## src/rtl/alu_mul_seq_pkg.sv

```systemverilog
`default_nettype none
// ============================================================================
// Module : alu_mul_seq_pkg
// Desc   : Shared state encoding and 74S181 function-select constants.
// Rev    : 1.0 - initial release
// ============================================================================
package alu_mul_seq_pkg;

  typedef enum logic [1:0] {
    ST_IDLE = 2'd0,
    ST_RUN  = 2'd1,
    ST_DONE = 2'd2
  } state_t;

  localparam int          c_DATA_W         = 32;
  localparam logic [4:0]  c_COUNT_LAST     = 5'd31;

  // F = A plus B, no carry in (active-high data convention)
  localparam logic [3:0]  c_ALU_ADD_S      = 4'b1001;
  localparam logic        c_ALU_ADD_M      = 1'b0;
  localparam logic        c_ALU_ADD_CIN_N  = 1'b1;

  // F = A, logic mode
  localparam logic [3:0]  c_ALU_PASS_S     = 4'b1111;
  localparam logic        c_ALU_PASS_M     = 1'b1;
  localparam logic        c_ALU_PASS_CIN_N = 1'b1;

endpackage
`default_nettype wire

```

## src/rtl/alu_mul_seq.sv

```systemverilog
`default_nettype none
// ============================================================================
// Module : alu_mul_seq
// Desc   : 32x32 unsigned shift-add multiplier sequencing an external
//          32-bit 74S181 ALU; one add-or-pass step per cycle, 32 steps.
// Rev    : 1.0 - initial release
// ============================================================================
module alu_mul_seq
  import alu_mul_seq_pkg::*;
(
  input  logic                  clk,
  input  logic                  reset_n,
  input  logic                  start,
  input  logic                  abort,
  input  logic [c_DATA_W-1:0]   mcand,
  input  logic [c_DATA_W-1:0]   mplier,
  output logic                  busy,
  output logic                  result_valid,
  input  logic                  result_ack,
  output logic [2*c_DATA_W-1:0] result,
  output logic [c_DATA_W-1:0]   alu_a,
  output logic [c_DATA_W-1:0]   alu_b,
  output logic [3:0]            alu_s,
  output logic                  alu_m,
  output logic                  alu_cin_n,
  input  logic [c_DATA_W-1:0]   alu_f,
  input  logic                  alu_cout_n
);

  state_t              r_state;
  logic [c_DATA_W-1:0] r_acc;
  logic [c_DATA_W-1:0] r_q;
  logic [c_DATA_W-1:0] r_mcand;
  logic [4:0]          r_count;
  logic                r_busy;
  logic                r_result_valid;

  logic                w_add;
  logic                w_carry;

  // Only a RUN step with the current multiplier LSB set adds; everything
  // else (including IDLE/DONE) keeps the ALU in pass-A.
  assign w_add     = (r_state == ST_RUN) && r_q[0];
  assign w_carry   = w_add & ~alu_cout_n;

  assign alu_s     = w_add ? c_ALU_ADD_S     : c_ALU_PASS_S;
  assign alu_m     = w_add ? c_ALU_ADD_M     : c_ALU_PASS_M;
  assign alu_cin_n = w_add ? c_ALU_ADD_CIN_N : c_ALU_PASS_CIN_N;

  assign alu_a        = r_acc;
  assign alu_b        = r_mcand;
  assign result       = {r_acc, r_q};
  assign busy         = r_busy;
  assign result_valid = r_result_valid;

  always_ff @(posedge clk or negedge reset_n) begin
    if (!reset_n) begin
      r_state        <= ST_IDLE;
      r_acc          <= '0;
      r_q            <= '0;
      r_mcand        <= '0;
      r_count        <= '0;
      r_busy         <= 1'b0;
      r_result_valid <= 1'b0;
    end else begin
      case (r_state)
        ST_IDLE: begin
          if (start) begin
            r_mcand <= mcand;
            r_q     <= mplier;
            r_acc   <= '0;
            r_count <= '0;
            r_busy  <= 1'b1;
            r_state <= ST_RUN;
          end
        end

        ST_RUN: begin
          // abort wins even over the final step
          if (abort) begin
            r_busy  <= 1'b0;
            r_state <= ST_IDLE;
          end else begin
            {r_acc, r_q} <= {w_carry, alu_f, r_q[c_DATA_W-1:1]};
            r_count      <= r_count + 5'd1;
            if (r_count == c_COUNT_LAST) begin
              r_busy         <= 1'b0;
              r_result_valid <= 1'b1;
              r_state        <= ST_DONE;
            end
          end
        end

        ST_DONE: begin
          if (result_ack) begin
            r_result_valid <= 1'b0;
            r_state        <= ST_IDLE;
          end
        end

        default: begin
          r_busy         <= 1'b0;
          r_result_valid <= 1'b0;
          r_state        <= ST_IDLE;
        end
      endcase
    end
  end

endmodule
`default_nettype wire

```

## config.mk

```make
export PLATFORM = sky130hd
export DESIGN_NAME = alu_mul_seq
export DESIGN_NICKNAME = d
export VERILOG_FILES = /design/src/rtl/alu_mul_seq_pkg.sv /design/src/rtl/alu_mul_seq.sv
export SDC_FILE = /design/constraint.sdc
export NUM_CORES = 1
export LEC_CHECK = 0
export BUFFER_PORTS_ARGS = -buffer_cell sky130_fd_sc_hd__buf_4
export CORE_ASPECT_RATIO = 0.8
export CORE_MARGIN = 10
export CORE_UTILIZATION = 40
export DETAILED_ROUTE_END_ITERATION = 10
export MAX_ROUTING_LAYER = met4
export PLACE_DENSITY = 0.71
export SYNTH_ARGS = -nofsm -noshare
export SYNTH_HDL_FRONTEND = slang
export SYNTH_SLANG_ARGS = --single-unit
```

## constraint.sdc

```tcl
create_clock -name clk -period 3.4 [get_ports clk]
set_input_delay 0.34 -clock clk [delete_from_list [all_inputs] [get_ports clk]]
set_output_delay 0.34 -clock clk [all_outputs]
set_load 0.02 [all_outputs]
```

==> flow_summary.json <==
{
  "swShare_pct": 37.4,
  "seqPwrFrac_pct": 39.5,
  "ys.flop_type": "dfrtp_1",
  "crit_fanout": 35,
  "die-area_sq_um": 16700,
  "vias": 4446,
  "grt_pass1_wl_um": 24000,
  "h-tree-depth": 3,
  "yosys_warnings": 0,
  "core_area_sq_um": 11600,
  "synth-edff-count": 0,
  "place.gp.congestion": 0.819,
  "port_buffers": 234,
  "rsz0062_at_grt": "no",
  "hold_viol_final": 0,
  "synth_top_area_share_pct": 55.2,
  "synth_area_leaders": "dfrtp_1 55%, nand2_1 15%, buf_4 6.1%, a31oi_1 4.3%, nand3_1 3.7%",
  "drtPass1Iterations": 7,
  "start_util_pct": 41.2,
  "finalSetupViolCount": 0,
  "drive_above_1_share_pct": 36.4,
  "critPathArrivalTime_ns": 2.07,
  "ant_nets": 0,
  "synth.distinct_cells": 28,
  "ios": 238,
  "cts_resized": 0,
  "drtIter0Drc": 243,
  "clock-sinks": 105,
  "clock.fmax_mhz": 415,
  "n_fill_cell": 1036,
  "finalInstanceArea_sq_um": 6590,
  "routedWlPerCell_um": 17.3,
  "cts_root_buf": "clkbuf_16",
  "irDropWorstVdd_mv": 0.384,
  "p_leak_nw": 3.38,
  "post-route-period-util_pct": 70.8,
  "num-nets-final": 823,
  "drcViolationCount": 0,
  "clkPwrFrac_pct": 22.3,
  "ys_async_sr_fraction_pct": 100,
  "comb_power_share_pct": 38.2,
  "finalCriticalPeriod_ns": 2.41,
  "critical_path_class": "flip-flop to output pin",
  "fp.dieH_um": 118,
  "synth_common_cells": "195 x nand2_1, 105 x dfrtp_1, 39 x buf_4",
  "num_rows": 35,
  "hold_path.class": "input port to async pin",
  "clkLatencyLatePin_ns": 0.33,
  "clock_tree.buffer_depth": 2,
  "dp_hpwl_um": 11200,
  "netlist_area_sq_um": 4760,
  "n_antenna_cell": 0,
  "tns_ns": 0,
  "cts_tree": "built",
  "cts_hold_buf": 0,
  "die_x_um": 142,
  "syn_avg_cell_area_sq_um": 8.84,
  "yosys_register_bits": 105,
  "worstSetupEndpointType": "output pin",
  "p_int_mw": 2.81,
  "cellPowerDensity_nw_per_um2": 682,
  "vias_per_cell": 5.10,
  "p_sw_mw": 1.68,
  "critPathRequiredTime_ns": 3.06,
  "instances_no_fill": 871,
  "cts_setup_buffers": 0,
  "cp-start-kind": "flip-flop",
  "antenna_found_initial": 0,
  "cts_inserted_buffers": 9,
  "grt_start_max_net_pins": 48,
  "seq_area_frac_synth_pct": 55.2,
  "maxSlewViolCount": 0,
  "dp.cells": 856,
  "run_status": "completed",
  "syn_to_final_growth_pct": 38.4,
  "synthCells": 539,
  "clk_pin_slew_ns": 0.07,
  "synth.most_common_cell": "nand2_1",
  "worst_pin_slew_ns": 1.06,
  "drt_wl_total_um": 15000,
  "grt_use_total_pct": 18.0,
  "grt_pass1_vias": 4543,
  "fin_skew_ns": 0.00318,
  "gr-total-overflow": 0,
  "synth_largest_area_cell": "dfrtp_1",
  "relSlewSlack_pct": 29.2,
  "maxCapViolCount": 0,
  "place_area_sq_um": 6310
}
[worst paths after layout]
kind / cells after the start / startpoint / endpoint / slack, ns
max: 3 / r_state[0] / alu_s[1] / 0.99
min: 1 / reset_n / r_q[11] / 0.02
max reg2reg: 4 / r_state[1] / alu_a[7] / 1.29
min reg2reg: 2 / alu_b[26] / alu_b[26] / 0.48
max in group asynchronous: 2 / reset_n / alu_a[3] / 2.51
min in group clk: 3 / mcand[12] / alu_b[12] / 0.19
[cells in the final DEF, fill, tap and decap left out, drive strengths merged, types with 3 or more instances in the layout]
cell type	count
clkinv	3
nor3	32
clkbuf	11
dfrtp	105
a21oi	3
buf	244
nand3	35
inv	3
conb	3
o21ai	38
a31oi	33
nand2	195
[power by group through the flow]
| stage | Sequential (mW) | Clock (mW) | Combinational (mW) |
|---|---|---|---|
| final | 1.78 | 1.00 | 1.72 |
| after global routing | 1.82 | 1.08 | 1.86 |
| after CTS | 1.78 | 1.03 | 1.74 |
| after detailed placement | 1.79 | 0 | 1.75 |
| after global placement | 1.78 | 0 | 1.72 |
| after floorplan | 2.09 | 0 | 0.685 |
[flip-flops by register name (all words and copies together), names as in the netlist]
name and cells:
r_q 32, alu_b 32, r_state 2, r_count 5
alu_a 32, busy 1, result_valid 1
[area by class of cell]
type	count	area (sq um)	area share, %
clock buffers	11	233	3.53
clock inverters	4	45.0	0.684
inverters	3	11.3	0.171
multi-input cells	356	1660	25.1
flip-flops and latches	105	2630	39.9
well taps	148	185	2.81
repair buffers	244	1830	27.8
[layer usage]
layer / up-vias / track usage (%) / share of wire, %
li1: 2109 / - / -
met1: 2134 / 22.3 / 42
met2: 194 / 28.2 / 48
met3: 9 / 5.60 / 8.8
met4: 0 / 3.64 / 0.62
met5: - / - / 0
[per-stage QoR]
stage | util [%] | worst slack [ns] | hold slack (ns) | power [mW]
floorplan | - | 1.70 | 0.0444 | 2.77
CTS | 57.0 | 0.989 | 0.0462 | 4.55
finish | 57.0 | 0.991 | 0.0238 | 4.50
global placement | 54.6 | 1.35 | 0.397 | 3.51
detailed placement | 54.6 | 1.29 | 0.413 | 3.54
global route | 57.0 | 0.842 | 0.0687 | 4.76
[critical path: stages (launching register included)]
cell and delay [ns]:
dfrtp_1 0.51, nor2b_4 0.72, nand2_1 0.27, buf_4 0.23
[kinds of logic (layout without fill, tap and decap cells)]
kind of cell | count (synthesis) | in the layout | share of synthesized area [%]
compound gates | 77 | 77 | 9.19
fa+ha+maj | 2 | 2 | 0.525
other cells | 1 | 3 | 0.0787
flops | 105 | 105 | 55.2
buf+inv | 80 | 262 | 10.7
simple gates | 274 | 274 | 24.4
Note: power is estimated with default switching activity, not from simulation.
